### src/rtl/core_ctrl_if.sv
// core_ctrl_if: host/core-facing bus of the core_ctrl instruction sequencer.
// The master side (host or testbench) issues tile commands, streams words in and
// reports ofifo status. The slave side (core_ctrl) returns the inst word, the
// xmem write data and the tile status.
interface core_ctrl_if #(
    parameter int row = 8,
    parameter int bw  = 4
) ();
    logic                start;
    logic [10:0]         cfg_len;
    logic [10:0]         cfg_kbase;
    logic                cfg_mode;
    logic                in_valid;
    logic                in_ready;
    logic [bw*row-1:0]   in_data;
    logic                core_valid;
    logic [34:0]         inst;
    logic [bw*row-1:0]   D_xmem;
    logic                busy;
    logic                done;

    modport master (
        output start, cfg_len, cfg_kbase, cfg_mode, in_valid, in_data, core_valid,
        input  in_ready, inst, D_xmem, busy, done
    );

    modport slave (
        input  start, cfg_len, cfg_kbase, cfg_mode, in_valid, in_data, core_valid,
        output in_ready, inst, D_xmem, busy, done
    );
endinterface

### src/rtl/core_ctrl.sv
// core_ctrl: tile sequencer for core. Streams activations and kernel words into
// xmem, loads the kernel into the PEs, runs the activations through the array,
// then drains the ofifo into psum memory. Every output is registered.
// Optional feature: define CORE_CTRL_OS_MODE_EN to drive inst[34] from the
// cfg_mode sampled at start; without it inst[34] is always 0 (WS only).
module core_ctrl #(
    parameter int row = 8,
    parameter int bw  = 4,
    parameter int num = 2048,
    parameter int col = 8
) (
    input logic        clk,
    input logic        reset,
    core_ctrl_if.slave bus
);
    localparam int AW = $clog2(num);
    localparam int DW = bw * row;

    localparam logic [AW-1:0] ONE       = AW'(1);
    localparam logic [AW-1:0] COL_W     = AW'(col);
    localparam logic [AW-1:0] COL_LAST  = AW'(col - 1);
    localparam logic [AW-1:0] LOAD_LAST = AW'(2 * col);
    localparam logic [AW-1:0] LD_GAP    = AW'(2 * col + 1);
    localparam logic [AW-1:0] FLUSH_W   = AW'(row + col);

    // SRAM enables are active low, so the idle word keeps both CEN/WEN pairs high.
    localparam logic [34:0] NOP = (35'd1 << 32) | (35'd1 << 31) | (35'd1 << 19) | (35'd1 << 18);

    typedef enum logic [2:0] {
        IDLE,
        WR_X,
        WR_W,
        LD_W,
        EXEC,
        DRAIN,
        DONE
    } ctrlState_e;

    ctrlState_e    stateReg, stateNext;
    logic [AW-1:0] cntReg, cntNext;        // phase-local step / word counter
    logic [AW-1:0] pcntReg, pcntNext;      // psum writes issued
    logic [AW-1:0] ocntReg, ocntNext;      // ofifo reads issued
    logic [AW-1:0] lenReg, lenNext;
    logic [AW-1:0] kbaseReg, kbaseNext;
    logic          modeReg, modeNext;
    logic          rdIssuedReg, rdIssuedNext;  // previous step issued an xmem read
    logic          psumPendReg, psumPendNext;  // previous step popped the ofifo
    logic [34:0]   instReg, instNext;
    logic [DW-1:0] dXmemReg, dXmemNext;
    logic          inReadyReg, inReadyNext;
    logic          busyReg, busyNext;
    logic          doneReg, doneNext;

    logic          modeOut;
    logic          modeBit;
    logic          psumCen, psumWen, xmemCen, xmemWen;
    logic [AW-1:0] psumA, xmemA;
    logic          ofifoRd, l0Rd, l0Wr, execute, load;

`ifdef CORE_CTRL_OS_MODE_EN
    assign modeOut = modeReg;
`else
    logic unusedMode;
    assign modeOut    = 1'b0;
    assign unusedMode = modeReg;
`endif

    // Next-state, counters and the next instruction word for the current step.
    always_comb begin
        stateNext    = stateReg;
        cntNext      = cntReg;
        pcntNext     = pcntReg;
        ocntNext     = ocntReg;
        lenNext      = lenReg;
        kbaseNext    = kbaseReg;
        modeNext     = modeReg;
        rdIssuedNext = 1'b0;
        psumPendNext = 1'b0;
        inReadyNext  = inReadyReg;
        busyNext     = busyReg;
        doneNext     = 1'b0;
        dXmemNext    = dXmemReg;
        modeBit      = modeOut;
        psumCen      = 1'b1;
        psumWen      = 1'b1;
        psumA        = '0;
        xmemCen      = 1'b1;
        xmemWen      = 1'b1;
        xmemA        = '0;
        ofifoRd      = 1'b0;
        l0Rd         = 1'b0;
        // SRAM Q arrives one cycle after the read, so L0 is written one step later.
        l0Wr         = rdIssuedReg;
        execute      = 1'b0;
        load         = 1'b0;

        case (stateReg)
            IDLE: begin
                modeBit     = 1'b0;
                inReadyNext = 1'b0;
                busyNext    = 1'b0;
                if (bus.start) begin
                    lenNext     = (bus.cfg_len == '0) ? ONE : bus.cfg_len;
                    kbaseNext   = bus.cfg_kbase;
                    modeNext    = bus.cfg_mode;
                    cntNext     = '0;
                    pcntNext    = '0;
                    ocntNext    = '0;
                    inReadyNext = 1'b1;
                    busyNext    = 1'b1;
                    stateNext   = WR_X;
                end
            end

            WR_X: begin
                if (bus.in_valid && inReadyReg) begin
                    xmemCen   = 1'b0;
                    xmemWen   = 1'b0;
                    xmemA     = cntReg;
                    dXmemNext = bus.in_data;
                    if (cntReg == lenReg - ONE) begin
                        cntNext   = '0;
                        stateNext = WR_W;
                    end else begin
                        cntNext = cntReg + ONE;
                    end
                end
            end

            WR_W: begin
                if (bus.in_valid && inReadyReg) begin
                    xmemCen   = 1'b0;
                    xmemWen   = 1'b0;
                    xmemA     = kbaseReg + cntReg;
                    dXmemNext = bus.in_data;
                    if (cntReg == COL_LAST) begin
                        cntNext     = '0;
                        inReadyNext = 1'b0;
                        stateNext   = LD_W;
                    end else begin
                        cntNext = cntReg + ONE;
                    end
                end
            end

            LD_W: begin
                // Steps 0..col-1 read kernel words, step col is the trailing L0
                // write, then col load steps, then one idle step before EXEC.
                cntNext = cntReg + ONE;
                if (cntReg < COL_W) begin
                    xmemCen      = 1'b0;
                    xmemA        = kbaseReg + cntReg;
                    rdIssuedNext = 1'b1;
                end else if ((cntReg > COL_W) && (cntReg <= LOAD_LAST)) begin
                    l0Rd = 1'b1;
                    load = 1'b1;
                end else if (cntReg == LD_GAP) begin
                    cntNext   = '0;
                    stateNext = EXEC;
                end
            end

            EXEC: begin
                // Activation reads first, then row+col flush steps so the last
                // activation propagates through the whole array.
                execute = 1'b1;
                cntNext = cntReg + ONE;
                if (cntReg < lenReg) begin
                    xmemCen      = 1'b0;
                    xmemA        = cntReg;
                    l0Rd         = 1'b1;
                    rdIssuedNext = 1'b1;
                end
                if (cntReg == lenReg + FLUSH_W - ONE) begin
                    cntNext   = '0;
                    stateNext = DRAIN;
                end
            end

            DRAIN: begin
                // ofifo data is valid the cycle after the pop, so the psum write
                // trails each ofifo_rd by one step. Pops stop once len rows are out.
                if (psumPendReg) begin
                    psumCen  = 1'b0;
                    psumWen  = 1'b0;
                    psumA    = pcntReg;
                    pcntNext = pcntReg + ONE;
                    if (pcntReg == lenReg - ONE) begin
                        stateNext = DONE;
                    end
                end
                if (bus.core_valid && (ocntReg < lenReg)) begin
                    ofifoRd      = 1'b1;
                    ocntNext     = ocntReg + ONE;
                    psumPendNext = 1'b1;
                end
            end

            DONE: begin
                doneNext  = 1'b1;
                stateNext = IDLE;
            end

            default: begin
                stateNext = IDLE;
            end
        endcase

        instNext = {modeBit, 1'b0, psumCen, psumWen, psumA, xmemCen, xmemWen, xmemA,
                    ofifoRd, 1'b0, 1'b0, l0Rd, l0Wr, execute, load};
    end

    // State and output registers; reset aborts any tile straight back to IDLE.
    always_ff @(posedge clk or negedge reset) begin
        if (!reset) begin
            stateReg    <= IDLE;
            cntReg      <= '0;
            pcntReg     <= '0;
            ocntReg     <= '0;
            lenReg      <= '0;
            kbaseReg    <= '0;
            modeReg     <= 1'b0;
            rdIssuedReg <= 1'b0;
            psumPendReg <= 1'b0;
            instReg     <= NOP;
            dXmemReg    <= '0;
            inReadyReg  <= 1'b0;
            busyReg     <= 1'b0;
            doneReg     <= 1'b0;
        end else begin
            stateReg    <= stateNext;
            cntReg      <= cntNext;
            pcntReg     <= pcntNext;
            ocntReg     <= ocntNext;
            lenReg      <= lenNext;
            kbaseReg    <= kbaseNext;
            modeReg     <= modeNext;
            rdIssuedReg <= rdIssuedNext;
            psumPendReg <= psumPendNext;
            instReg     <= instNext;
            dXmemReg    <= dXmemNext;
            inReadyReg  <= inReadyNext;
            busyReg     <= busyNext;
            doneReg     <= doneNext;
        end
    end

    assign bus.inst     = instReg;
    assign bus.D_xmem   = dXmemReg;
    assign bus.in_ready = inReadyReg;
    assign bus.busy     = busyReg;
    assign bus.done     = doneReg;
endmodule

### src/flat_wrapper.sv
// flat-port wrapper written by rule: the top's interface ports become plain ports
module core_ctrl_flat 
#(
    parameter int row = 8,
    parameter int bw  = 4,
    parameter int num = 2048,
    parameter int col = 8
)
  (clk, reset, bus_start, bus_cfg_len, bus_cfg_kbase, bus_cfg_mode, bus_in_valid, bus_in_data, bus_core_valid, bus_in_ready, bus_inst, bus_D_xmem, bus_busy, bus_done);
  core_ctrl_if #(.row(row), .bw(bw)) bus_i ();
  input logic clk;
  input logic reset;
  input wire logic [$bits(bus_i.start)-1:0] bus_start;
  input wire logic [$bits(bus_i.cfg_len)-1:0] bus_cfg_len;
  input wire logic [$bits(bus_i.cfg_kbase)-1:0] bus_cfg_kbase;
  input wire logic [$bits(bus_i.cfg_mode)-1:0] bus_cfg_mode;
  input wire logic [$bits(bus_i.in_valid)-1:0] bus_in_valid;
  input wire logic [$bits(bus_i.in_data)-1:0] bus_in_data;
  input wire logic [$bits(bus_i.core_valid)-1:0] bus_core_valid;
  output wire logic [$bits(bus_i.in_ready)-1:0] bus_in_ready;
  output wire logic [$bits(bus_i.inst)-1:0] bus_inst;
  output wire logic [$bits(bus_i.D_xmem)-1:0] bus_D_xmem;
  output wire logic [$bits(bus_i.busy)-1:0] bus_busy;
  output wire logic [$bits(bus_i.done)-1:0] bus_done;
  assign bus_i.start = bus_start;
  assign bus_i.cfg_len = bus_cfg_len;
  assign bus_i.cfg_kbase = bus_cfg_kbase;
  assign bus_i.cfg_mode = bus_cfg_mode;
  assign bus_i.in_valid = bus_in_valid;
  assign bus_i.in_data = bus_in_data;
  assign bus_i.core_valid = bus_core_valid;
  assign bus_in_ready = bus_i.in_ready;
  assign bus_inst = bus_i.inst;
  assign bus_D_xmem = bus_i.D_xmem;
  assign bus_busy = bus_i.busy;
  assign bus_done = bus_i.done;
  core_ctrl #(.row(row), .bw(bw), .num(num), .col(col)) u_core (.clk(clk), .reset(reset), .bus(bus_i));
endmodule
### config.mk
export PLATFORM = sky130hd
export DESIGN_NAME = core_ctrl_flat
export DESIGN_NICKNAME = d
export VERILOG_FILES = /design/src/rtl/core_ctrl_if.sv /design/src/rtl/core_ctrl.sv /design/src/flat_wrapper.sv
export SDC_FILE = /design/constraint.sdc
export NUM_CORES = 1
export LEC_CHECK = 0
export CELL_PAD_IN_SITES_DETAIL_PLACEMENT = 0
export CELL_PAD_IN_SITES_GLOBAL_PLACEMENT = 1
export CORE_ASPECT_RATIO = 0.7
export CORE_UTILIZATION = 53
export DETAILED_ROUTE_END_ITERATION = 8
export DONT_BUFFER_PORTS = 1
export HOLD_SLACK_MARGIN = 0.06
export PLACE_DENSITY_LB_ADDON = 0.1
export SKIP_LAST_GASP = 1
export SYNTH_ARGS = -nofsm -noshare
export SYNTH_HDL_FRONTEND = slang
export SYNTH_SLANG_ARGS = --single-unit
### constraint.sdc
create_clock -name clk -period 4.9 [get_ports clk]
set_input_delay 1.225 -clock clk [delete_from_list [all_inputs] [get_ports clk]]
set_output_delay 1.225 -clock clk [all_outputs]
set_load 0.05 [all_outputs]
After elaboration in Yosys (flattened, before gate mapping). Cells that the tools add are included.

Register bits after elaboration: 125. Bits in latches: 0. Input bits: 60. Logic and storage cells: 120. Bits in read-only memories: 0. Memories: 0. Bits in writable memories: 0.

Shift-type cells: 0. Div/mod/pow operators: 0. Eq/ne operators: 23. Reduce and logical (&&, ||, !) cells: 16. Bitwise logic cells: 0. $add $sub $neg: 7. $mul: 0. $lt $le $gt $ge: 5. Multiplexer cells: 56.

Operator list (number): $mux W11 (18); $pmux W11 S5 (1); $pmux W11 S2 (2); $pmux W11 S4 (1); $add A11 B1 Y11 const B (3); $eq A11 B11 Y1 (3); $mux W3 (11); $lt A11 B11 Y1 (2); $sub A11 B1 Y11 const B (2); $mux W1 (18); $ne A2 B1 Y1 const B (9); $pmux W3 S6 (1); $add A11 B11 Y11 (1); $add A11 B5 Y11 const B (1); $eq A11 B3 Y1 const B (1); $eq A11 B5 Y1 const B (1); $gt A11 B4 Y1 const B (1); $le A11 B5 Y1 const B (1); $logic_not A11 Y1 (1); $lt A11 B4 Y1 const B (1); $reduce_and A11 Y1 (1); $eq A3 B3 Y1 const B (3); $reduce_and A3 Y1 (3); $eq A3 B2 Y1 const B (2); other kinds (11) (19).

Depth between registers and ports, before layout.
Depth in word-level cells: 5. Mapped depth: 12. Gate-level depth less buffers: 11.

Worst setup path after synthesis. No wires, ideal clock.

Path kind: register -> register. From: register u_core.lenReg[4]. To: register u_core.ocntReg[6]. Data arrival time: 2.832 ns. Setup slack: 2.000 ns. Required time: 4.831 ns. Clock period less this slack: 2.900 ns. Setup time: 0.069 ns. Cell stages (with the launch flop): 12. Cell sequence: dfrtp_1 -> buf_2 -> inv_1 -> ha_1 -> a21o_1 -> a2111oi_0 -> o21ai_0 -> a2111oi_2 -> nor2_1 -> clkbuf_1 -> or3_1 -> nand3_1.

Longest elaborated chain between the ends: 4.

Ends and longest elaborated chain: start, declared (RTL line core_ctrl.sv:43) `logic [AW-1:0] lenReg, lenNext;`; start signal, assigned (RTL line core_ctrl.sv:235) `lenReg <= lenNext;`; $lt A11 B11 Y1 (RTL line core_ctrl.sv:192) `if (bus.core_valid && (ocntReg < lenReg)) begin`; $logic_and A1 B1 Y1 (RTL line core_ctrl.sv:192); $ne A2 B1 Y1 (no source line); $reduce_and A3 Y1 (no source line); end signal, assigned (RTL line core_ctrl.sv:234) `ocntReg <= ocntNext;`; end, declared (RTL line core_ctrl.sv:42) `logic [AW-1:0] ocntReg, ocntNext;`.

Every way passes these cells. A chain may end at the register's enable or synchronous reset.

Final worst setup path.
From: register u_core.lenReg[1]. To: register u_core.cntReg[6].

Longest elaborated chain between the ends: 5. Elaborated cells on any way between the ends: 9. Classes of those cells: add/sub: 3; eq/ne: 2; mux: 4.

Ends and longest elaborated chain: $add A11 B5 Y11 / $sub A11 B1 Y11 (equally long branches) (RTL line core_ctrl.sv:174, core_ctrl.sv:121); $sub A11 B1 Y11 / $eq A11 B11 Y1 (equally long branches) (RTL line core_ctrl.sv:174, core_ctrl.sv:121); $eq A11 B11 Y1 / $mux W11 (equally long branches) (RTL line core_ctrl.sv:174, core_ctrl.sv:121); $mux W11 (on tied branches) (RTL line core_ctrl.sv:174, core_ctrl.sv:116); $pmux W11 S5 * (RTL line core_ctrl.sv:97) `case (stateReg)`; end signal, assigned (RTL line core_ctrl.sv:232) `cntReg <= cntNext;`; end, declared (RTL line core_ctrl.sv:40) `logic [AW-1:0] cntReg, cntNext;`.

Mark *: on every way between the ends. The rest lies on a longest branch, timed or not. The select of a mux whose other input is x is not followed.

==> flow_summary.json <==
{
  "run_status": "finished with violations",
  "violated_checks": "design-rule violations",
  "timing.critical_path.to_type": "flip-flop",
  "cp_slowest_cell": "sky130_fd_sc_hd__o31ai_4",
  "count_of_input_and_output_buffers": 0,
  "synthTopCellsByCount": "sky130_fd_sc_hd__dfrtp_1 (121), sky130_fd_sc_hd__nand2_1 (80), sky130_fd_sc_hd__o21ai_0 (40)",
  "h-tree-depth": 4,
  "wire_length_of_the_first_global_routing_pass_um": 26300,
  "fin_skew_ns": 0.00704,
  "yosys.cell_count.top_type": "sky130_fd_sc_hd__dfrtp_1",
  "io_pins": 130,
  "mappedNetlistArea_sq_um": 6920,
  "hold_violations": 0,
  "largest_net_degree_at_the_start_of_global_routing": 125,
  "max_freq_mhz": 288,
  "worst_hold_path_type": "flip-flop to flip-flop",
  "initial_core_util_pct": 55.0,
  "vias_after_detailed_routing": 5095,
  "yosys_warnings": 0,
  "post-route-drc-count": 18,
  "postSynth.topFlopCell": "sky130_fd_sc_hd__dfrtp_1",
  "critical_path.max_fanout": 18,
  "synth_top_area_share_pct": 43.7,
  "cts.repair_timing.setup_buffer_count": 0,
  "worstSkewPairLatency_ns": 0.40,
  "fp.dieW_um": 139,
  "cpLargestDelayFamily": "compound AO/OA/AOI/OAI gates",
  "maximum_count_of_clock_buffers_along_a_single_path": 2,
  "grt_antenna_before_repair": 0,
  "synthCells": 703,
  "maxCapViolCount": 0,
  "final_nets": 783,
  "postRouteAntennaNets": 0,
  "synthArstFlopShare_pct": 100,
  "flow.area_growth_from_synthesis_pct": 8.48,
  "viasPerCell": 5.93,
  "wl_um": 15900,
  "drt_first_iter_violations": 281,
  "layout.core_utilization_pct": 59.6,
  "power.density_cell_area_nw_per_um2": 661,
  "detailed_place_hpwl_um": 11100,
  "placed_cells_incl_taps": 828,
  "transition_time_of_the_tightest_slew_check_pin_ns": 0.929,
  "place_congestion": 0.860,
  "worstPathCellList": "inv_1, ha_1, or3b_4, nor3_4, a31oi_1, nor4b_2, a311oi_2, o31ai_4, o21bai_1, o2bb2ai_1",
  "max_stage_delay_ns": 0.68,
  "area_of_the_die_sq_um": 13500,
  "via_count_of_the_first_global_routing_pass": 5112,
  "floorplan.core_area_sq_um": 12600,
  "most_area_hungry_cell_type_in_the_yosys_netlist": "sky130_fd_sc_hd__dfrtp_1",
  "cts_tree": "built",
  "critPathLaunch": "u_core.lenReg[1]",
  "grt_overflow_total": 0,
  "final_period_minus_worst_setup_slack_ns": 3.47,
  "critical_path_class": "flip-flop to flip-flop",
  "edff_count_synth": 0,
  "syn-mean-instance-area_sq_um": 9.85,
  "final-instance-count-excl-fill": 859,
  "crit_path_start_kind": "flip-flop",
  "setup_violations": 0,
  "floorplan.die.height_um": 97.6,
  "setup_tns_ns": 0,
  "worst_slew_margin_rel_pct": 37.9,
  "clock_tree.root_cell": "sky130_fd_sc_hd__clkbuf_16",
  "synth.ff_latch_count": 124,
  "leakage_nw": 3.49,
  "cts_resized": 0,
  "hold_buffers": 0,
  "peakVddDrop_uv": 287,
  "fraction_of_layout_cells_with_a_size_suffix_above_1_pct": 12.1,
  "cts_buffers": 17,
  "firstDrtPassIters": 7,
  "synth.top_cells.by_area": "sky130_fd_sc_hd__dfrtp_1 (44%), sky130_fd_sc_hd__ha_1 (6.7%), sky130_fd_sc_hd__mux2_2 (5.4%)",
  "synth_seq_area_share_pct": 44.9,
  "clkSinkCount": 124,
  "critical_path.reg2reg.startpoint": "u_core.lenReg[1]",
  "worstPathRequired_ns": 5.16,
  "hp-start": "u_core.l0Wr",
  "worstPathArrival_ns": 3.73,
  "cp_num_buf_inv": 1,
  "final_clock_period_utilization_by_the_worst_path_pct": 70.8,
  "cts.reportedPaths.clkPinSlew_ns": 0.06,
  "unrepaired_setup_endpoints_after_global_routing": "no",
  "grt_usage_pct": 24.9,
  "post_drt_wl_per_cell_um": 18.5,
  "slew_viol_final": 0,
  "n_antenna_cell": 0,
  "yosys.cell_types.count": 67,
  "holdWs_ns": 0.353,
  "rows": 34
}
==> metrics by stage <==
| stage | setup slack (ns) | cell area, sq um | total power, mW |
|---|---|---|---|
| CTS | 1.44 | 7510 | 4.99 |
| finish | 1.43 | 7510 | 4.96 |
| detailed placement | 1.47 | 6960 | 3.81 |
| global placement | 1.53 | 6960 | 3.75 |
| global route | 1.19 | 7510 | 5.26 |
| floorplan | 2.00 | 6930 | 3.47 |
==> final timing paths <==
kind                       slack (ns)               endpoint  cells after the start
setup / recovery                 1.43       u_core.cntReg[6]                     10
hold / removal                   0.35     u_core.bus.inst[2]                      0
setup reg to reg                 1.43       u_core.cntReg[6]                     10
hold reg to reg                  0.35     u_core.bus.inst[2]                      0
max in group asynchronous        4.14    u_core.bus.inst[19]                      0
min in group asynchronous        0.51  u_core.bus.D_xmem[25]                      0
==> metal layers <==
layer	track usage, %	vias to the layer above	routed length [um]
met2	38.1	168	7140
met1	35.8	2468	7750
met5	0	-	0
met4	7.35	0	83
li1	-	2453	-
met3	4.98	6	939
==> report_power, final <==
part	leakage (nW)	switching (mW)	internal, mW
combinational	1.63	0.810	0.649
clock	0.265	0.464	0.694
sequential	1.60	1.02	1.32
total	3.49	2.30	2.66
==> sequential cells by signal, summed over array words and instances, names as in the netlist <==
name / count
u_core.kbaseReg: 11
u_core.bus.D_xmem: 32
u_core.pcntReg: 11
u_core.stateReg: 3
u_core.bus.in_ready: 1
u_core.l0Wr: 1
u_core.bus.inst: 30
u_core.ocntReg: 11
u_core.bus.busy: 1
u_core.lenReg: 11
u_core.bus.done: 1
u_core.cntReg: 11
==> worst register-to-register path, stage by stage, from the launching register on <==
cell and delay (ns):
sky130_fd_sc_hd__dfrtp_1 0.45, sky130_fd_sc_hd__inv_1 0.17, sky130_fd_sc_hd__ha_1 0.33, sky130_fd_sc_hd__or3b_4 0.47, sky130_fd_sc_hd__nor3_4 0.20, sky130_fd_sc_hd__a31oi_1 0.16
sky130_fd_sc_hd__nor4b_2 0.34, sky130_fd_sc_hd__a311oi_2 0.18, sky130_fd_sc_hd__o31ai_4 0.68, sky130_fd_sc_hd__o21bai_1 0.18, sky130_fd_sc_hd__o2bb2ai_1 0.16
==> layout by cell type, fill, tap and decap left out, types with 4 or more instances in the layout <==
master / synthesis / final
sky130_fd_sc_hd__nand3_1: 21 / 21
sky130_fd_sc_hd__nand2_1: 80 / 80
sky130_fd_sc_hd__clkbuf_16: 0 / 17
sky130_fd_sc_hd__inv_1: 30 / 30
sky130_fd_sc_hd__buf_4: 6 / 4
sky130_fd_sc_hd__conb_1: 1 / 4
sky130_fd_sc_hd__o21ai_0: 40 / 40
sky130_fd_sc_hd__a22o_1: 9 / 9
sky130_fd_sc_hd__clkinv_4: 0 / 5
sky130_fd_sc_hd__nor2b_1: 4 / 4
sky130_fd_sc_hd__xor2_1: 23 / 23
sky130_fd_sc_hd__nand4_1: 8 / 8
sky130_fd_sc_hd__and3_1: 23 / 23
sky130_fd_sc_hd__a21oi_1: 26 / 26
sky130_fd_sc_hd__o211ai_1: 6 / 6
sky130_fd_sc_hd__a31oi_1: 4 / 4
sky130_fd_sc_hd__and2_1: 5 / 5
sky130_fd_sc_hd__nor2_1: 39 / 39
sky130_fd_sc_hd__xnor2_1: 22 / 22
sky130_fd_sc_hd__or3_1: 9 / 9
sky130_fd_sc_hd__o21a_1: 8 / 8
sky130_fd_sc_hd__mux2_2: 33 / 33
sky130_fd_sc_hd__a21o_1: 11 / 11
sky130_fd_sc_hd__dfrtp_1: 121 / 121
sky130_fd_sc_hd__o31ai_1: 5 / 5
sky130_fd_sc_hd__nor4_1: 8 / 8
sky130_fd_sc_hd__ha_1: 37 / 37
sky130_fd_sc_hd__a211oi_1: 4 / 4
sky130_fd_sc_hd__nor3_1: 13 / 12
sky130_fd_sc_hd__o21bai_1: 5 / 5
sky130_fd_sc_hd__nand2b_1: 11 / 11
sky130_fd_sc_hd__clkinv_2: 0 / 4
==> final cells by class <==
class,count,area [sq um]
fillers,1065,5080
multi-input cells,508,3510
flip-flops and latches,124,3110
clock buffers,17,425
well taps,162,203
clock inverters,14,125
inverters,30,113
repair buffers,4,30.0
==> cell families (layout without fill, tap and decap cells) <==
| family | after synthesis | in the layout | share of synthesized area [%] |
|---|---|---|---|
| AO/OA/AOI/OAI | 148 | 148 | 14.7 |
| XOR/XNOR | 45 | 45 | 5.69 |
| adder cells (fa/ha/maj) | 38 | 38 | 6.98 |
| buffers and inverters | 74 | 65 | 4.70 |
| flip-flops | 124 | 124 | 44.9 |
| multiplexers | 34 | 34 | 5.51 |
| other | 1 | 4 | 0.0542 |
| AND/OR/NAND/NOR | 239 | 239 | 17.5 |
(Power assumes the default switching activity.)
